[src/rtl/simple_datapath.sv]
// Execution stage: instruction register, 8-entry register file, B-shifter, ALU,
// result register C and Z/N/V status flags, all steered by the controller FSM.
module simple_datapath #(
  parameter int DW    = 16,
  parameter int NREGS = 8
) (
  input  logic          clk,
  input  logic          reset,
  input  logic [DW-1:0] instr_in,
  input  logic          load_ir,
  input  logic [DW-1:0] mdata,
  input  logic [1:0]    vsel,
  input  logic [2:0]    nsel,
  input  logic          loada,
  input  logic          loadb,
  input  logic          loadc,
  input  logic          loads,
  input  logic          asel,
  input  logic          bsel,
  input  logic          write,
  output logic [2:0]    opcode,
  output logic [1:0]    op,
  output logic [DW-1:0] datapath_out,
  output logic          Z,
  output logic          N,
  output logic          V
);

  function automatic logic [DW-1:0] sext8(input logic [7:0] v);
    return {{(DW-8){v[7]}}, v};
  endfunction

  function automatic logic [DW-1:0] sext5(input logic [4:0] v);
    return {{(DW-5){v[4]}}, v};
  endfunction

  logic [DW-1:0] r_ir;
  logic [DW-1:0] r_a;
  logic [DW-1:0] r_b;
  logic [DW-1:0] r_c;
  logic          r_z;
  logic          r_n;
  logic          r_v;
  logic [DW-1:0] r_rf [0:NREGS-1];

  logic [2:0]    w_idx;
  logic [DW-1:0] w_rdata;
  logic [DW-1:0] w_wdata;
  logic [DW-1:0] w_bsh;
  logic [DW-1:0] w_ain;
  logic [DW-1:0] w_bin;
  logic [DW-1:0] w_alu;
  logic          w_ovf;
  logic [1:0]    w_shift;

  assign opcode       = r_ir[15:13];
  assign op           = r_ir[12:11];
  assign w_shift      = r_ir[4:3];
  assign datapath_out = r_c;
  assign Z            = r_z;
  assign N            = r_n;
  assign V            = r_v;

  // Register index: Rm over Rd over Rn, index 0 when nothing is selected.
  always_comb begin
    w_idx = 3'd0;
    if (nsel[2]) begin
      w_idx = r_ir[2:0];
    end else if (nsel[1]) begin
      w_idx = r_ir[7:5];
    end else if (nsel[0]) begin
      w_idx = r_ir[10:8];
    end else begin
      w_idx = 3'd0;
    end
  end

  assign w_rdata = r_rf[w_idx];

  // Write-back source mux.
  always_comb begin
    w_wdata = r_c;
    case (vsel)
      2'b00:   w_wdata = r_c;
      2'b01:   w_wdata = mdata;
      2'b10:   w_wdata = sext8(r_ir[7:0]);
      2'b11:   w_wdata = {DW{1'b0}};
      default: w_wdata = {DW{1'b0}};
    endcase
  end

  // Single-bit shifter applied to the B operand.
  always_comb begin
    w_bsh = r_b;
    case (w_shift)
      2'b00:   w_bsh = r_b;
      2'b01:   w_bsh = {r_b[DW-2:0], 1'b0};
      2'b10:   w_bsh = {1'b0, r_b[DW-1:1]};
      2'b11:   w_bsh = {r_b[DW-1], r_b[DW-1:1]};
      default: w_bsh = r_b;
    endcase
  end

  assign w_ain = asel ? {DW{1'b0}} : r_a;
  assign w_bin = bsel ? sext5(r_ir[4:0]) : w_bsh;

  // ALU; overflow only meaningful for add/subtract.
  always_comb begin
    w_alu = {DW{1'b0}};
    w_ovf = 1'b0;
    case (op)
      2'b00: begin
        w_alu = w_ain + w_bin;
        w_ovf = (w_ain[DW-1] == w_bin[DW-1]) && (w_alu[DW-1] != w_ain[DW-1]);
      end
      2'b01: begin
        w_alu = w_ain - w_bin;
        w_ovf = (w_ain[DW-1] != w_bin[DW-1]) && (w_alu[DW-1] != w_ain[DW-1]);
      end
      2'b10: begin
        w_alu = w_ain & w_bin;
        w_ovf = 1'b0;
      end
      2'b11: begin
        w_alu = ~w_bin;
        w_ovf = 1'b0;
      end
      default: begin
        w_alu = {DW{1'b0}};
        w_ovf = 1'b0;
      end
    endcase
  end

  // Register file; reads are combinational so a same-edge load sees the old value.
  always_ff @(posedge clk or negedge reset) begin
    if (!reset) begin
      for (int i = 0; i < NREGS; i++) begin
        r_rf[i] <= {DW{1'b0}};
      end
    end else if (write) begin
      r_rf[w_idx] <= w_wdata;
    end
  end

  // Instruction, operand and result registers plus status flags.
  always_ff @(posedge clk or negedge reset) begin
    if (!reset) begin
      r_ir <= {DW{1'b0}};
      r_a  <= {DW{1'b0}};
      r_b  <= {DW{1'b0}};
      r_c  <= {DW{1'b0}};
      r_z  <= 1'b0;
      r_n  <= 1'b0;
      r_v  <= 1'b0;
    end else begin
      if (load_ir) r_ir <= instr_in;
      if (loada)   r_a  <= w_rdata;
      if (loadb)   r_b  <= w_rdata;
      if (loadc)   r_c  <= w_alu;
      if (loads) begin
        r_z <= (w_alu == {DW{1'b0}});
        r_n <= w_alu[DW-1];
        r_v <= w_ovf;
      end
    end
  end

endmodule

[config.mk]
export PLATFORM = sky130hd
export DESIGN_NAME = simple_datapath
export DESIGN_NICKNAME = d
export VERILOG_FILES = /design/src/rtl/simple_datapath.sv
export SDC_FILE = /design/constraint.sdc
export NUM_CORES = 1
export LEC_CHECK = 0
export BUFFER_PORTS_ARGS = -buffer_cell sky130_fd_sc_hd__buf_4
export CORE_UTILIZATION = 60
export DETAILED_ROUTE_END_ITERATION = 8
export PLACE_DENSITY_LB_ADDON = 0.05
export SYNTH_ARGS = -nofsm -noshare
export SYNTH_HDL_FRONTEND = slang
export SYNTH_SLANG_ARGS = --single-unit
[constraint.sdc]
create_clock -name clk -period 4.1 [get_ports clk]
set_input_delay 1.025 -clock clk [delete_from_list [all_inputs] [get_ports clk]]
set_output_delay 1.025 -clock clk [all_outputs]
set_load 0.02 [all_outputs]
==> flow_summary.json <==
{
  "combPwrFrac": 0.411,
  "drc": 0,
  "p_leak_uw": 0.005759,
  "synth_seq_area_share": 0.4457,
  "first_pass_iters": 6,
  "root_buffer": "clkbuf_16",
  "ios": 71,
  "period_share": 0.9525,
  "period_minus_slack_ns": 3.905,
  "end_kind": "register",
  "initial_core_util": 0.6115,
  "drt-initial-drc-count": 535,
  "relSlewSlack": 0.4454,
  "p_switching_uw": 3130,
  "ys.flop_type": "dfrtp_1",
  "netlist.area_leader.share": 0.4457,
  "die_area_mm2": 0.01879,
  "cp-start-kind": "primary input",
  "wl_per_cell_um": 19.11,
  "tightest_slew_ns": 0.8319,
  "area_growth_pct": 18.05,
  "hold_viol": 0,
  "setup_viol": 0,
  "power_density_mw_per_mm2": 636.2,
  "rsz0062_at_grt": "false",
  "synth_edf_count": 0,
  "ys_ff_latch": 195,
  "synth_top_area_cell": "dfrtp_1",
  "status": "complete, no violations",
  "cts_made_buffers": 17,
  "skew_ns": 0.01604,
  "timing.fmax_ghz": 0.2561,
  "postSynthAreaPerCell_um2": 9.612,
  "grt_pass1_vias": 8459,
  "die_h_um": 137.1,
  "place_congestion": 0.9492,
  "swShare": 0.3806,
  "grt_pass1_wl_um": 45020,
  "grt_max_degree": 97,
  "grt_usage": 0.3213,
  "num_vias": 8782,
  "crit_arrival_ns": 4.23,
  "ir_drop_mv": 0.5209,
  "vias_per_cell": 5.859,
  "drt.antenna.violating_nets": 0,
  "p_clk_frac": 0.212,
  "cp_max_fo": 7,
  "critPathRequiredTime_ns": 4.43,
  "antenna_cells": 0,
  "hold_slack_ns": 0.4837,
  "clk_pin_slew_ns": 0.08,
  "synthTopCellsByArea": "dfrtp_1, a21oi_1, mux4_2",
  "h-tree-depth": 4,
  "synth.most_common_cell": "dfrtp_1",
  "finalNetCount": 1338,
  "cts.repair.resized": 0,
  "syn_inst": 1139,
  "dpl.hpwl_um": 20970,
  "ys_top_cells_by_count": "dfrtp_1, a21oi_1, nor2_1",
  "postCtsHoldBufs": 0,
  "slew_viol_final": 0,
  "fillers": 1368,
  "critPathKind": "primary input to register",
  "clk_latency_ns": 0.44,
  "seq_power_share": 0.378,
  "async_reset_ff_frac": 1.000,
  "ys_warn_count": 0,
  "cts_setup_buffers": 0,
  "die_w_um": 137.1,
  "synth_fp_nets": 1220,
  "clkSinkCount": 195,
  "buffer_ports.inserted": 70,
  "drive_gt1_frac": 0.2339,
  "grt_overflow": 0,
  "cts.path.max_buffers": 2,
  "core.rowCount": 49,
  "max-cap-violations": 0,
  "syn_area_mm2": 0.01095,
  "min_path_type": "register to register",
  "ys_types": 71,
  "fin_area_mm2": 0.01292,
  "coreArea_mm2": 0.01790,
  "wirelength_um": 28640,
  "cts_tree": "yes",
  "internal_power_uw": 5093,
  "placed_cell_area_mm2": 0.01230,
  "grt_antenna_before_repair": 0
}
==> logic make-up after synthesis <==
group                      after synthesis  share of synthesized area
AOI/OAI and AO/OA                      349                     0.1939
and+or+nand+nor                        327                     0.1306
DFF                                    195                     0.4457
buffers and inverters                  119                    0.04617
muxes                                  102                     0.1329
adders and majority gates               34                    0.04023
xor gates and xnor gates                13                    0.01040
==> metal layers <==
layer / share of wire / track usage
met1: 0.45 / 0.4338
met2: 0.50 / 0.5432
met3: 0.037 / 0.04000
met4: 0.017 / 0.09585
met5: 0 / 0
==> power groups by stage <==
stage / registers (µW) / clock network, µW / logic [µW]
2_1_floorplan: 3050 / 0 / 2200
3_3_place_gp: 3090 / 0 / 3280
3_5_place_dp: 3120 / 0 / 3340
4_1_cts: 3090 / 1750 / 3360
5_1_grt: 3190 / 1820 / 3710
6_report: 3100 / 1740 / 3380
==> area by class of cell <==
class                      instances  area (µm²)  area share
clock inverter                    15       195.2     0.01510
timing repair buffer             177        1373      0.1062
inverter                          41       153.9     0.01191
clock buffer                      17       425.4     0.03292
sequential                       195        4880      0.3776
multi-input combinational        825        5610      0.4341
tap                              229       286.5     0.02217
==> final timing paths <==
kind	start	to	slack (ns)	cells after the start
setup / recovery	bsel	Z	0.19	16
hold / removal	r_rf[83]	r_rf[83]	0.48	2
setup reg to reg	r_ir[3]	Z	0.28	14
hold reg to reg	r_rf[83]	r_rf[83]	0.48	2
max in group asynchronous	reset	r_rf[15]	2.57	2
min in group asynchronous	reset	datapath_out[13]	0.63	1
==> flip-flops by register name, summed over array words and instances, names as in the netlist <==
register,count
r_b,16
r_rf,128
datapath_out,16
N,1
V,1
Z,1
r_a,16
r_ir,16
==> critical path: stages <==
cell      delay (ns)
buf_4           0.13
nand2b_1        0.15
buf_4           0.16
o22ai_1         0.11
o21bai_1        0.16
inv_1           0.07
ha_1            0.39
o21ai_1         0.27
o21ai_2         0.10
a21oi_2         0.24
o21bai_1        0.14
a211oi_1        0.29
xor2_1          0.10
o21ai_0         0.48
nor4_2          0.12
a32o_1          0.29
==> cells in the final DEF (no fill, tap or decap), types with 3 or more instances in the layout <==
cell,synthesis,layout
dfrtp_1,195,195
a21oi_1,190,190
nor2_1,185,183
buf_4,8,173
o21ai_0,69,67
nand2_1,60,60
mux2i_1,43,43
inv_1,40,40
mux4_2,32,32
ha_1,32,32
mux2_2,26,26
nor2b_1,20,20
clkbuf_16,0,17
nor3_1,15,13
nand2b_1,12,12
nand3_1,11,11
xnor2_1,10,10
a211oi_1,10,10
o31ai_1,6,6
o211ai_1,6,6
o21a_1,5,5
o21bai_1,5,5
a22oi_1,5,5
a21o_1,5,5
clkinv_8,0,5
or2_2,4,4
o22ai_1,3,3
a31oi_1,3,3
a2bb2oi_1,3,3
o21ai_2,2,3
and2_1,3,3
nor3_2,1,3
or3_1,3,3
a211oi_2,3,3
xor2_1,3,3
a2111oi_4,3,3
inv_12,0,3
inv_6,0,3
buf_12,0,3
==> through the flow <==
step	util	std cells	total power, µW	setup WS [ns]	setup TNS [ns]
3_3_place_gp	0.6869	1467	6376	-0.2119	-0.3249
2_1_floorplan	-	1139	5243	0.04815	0
4_1_cts	0.7216	1499	8206	0.2113	0
3_5_place_dp	0.6869	1467	6459	-0.2438	-0.5524
6_report	0.7219	1499	8222	0.1946	0
5_1_grt	0.7219	1499	8722	0.0004841	0
Note: power is estimated with default switching activity, not from simulation.
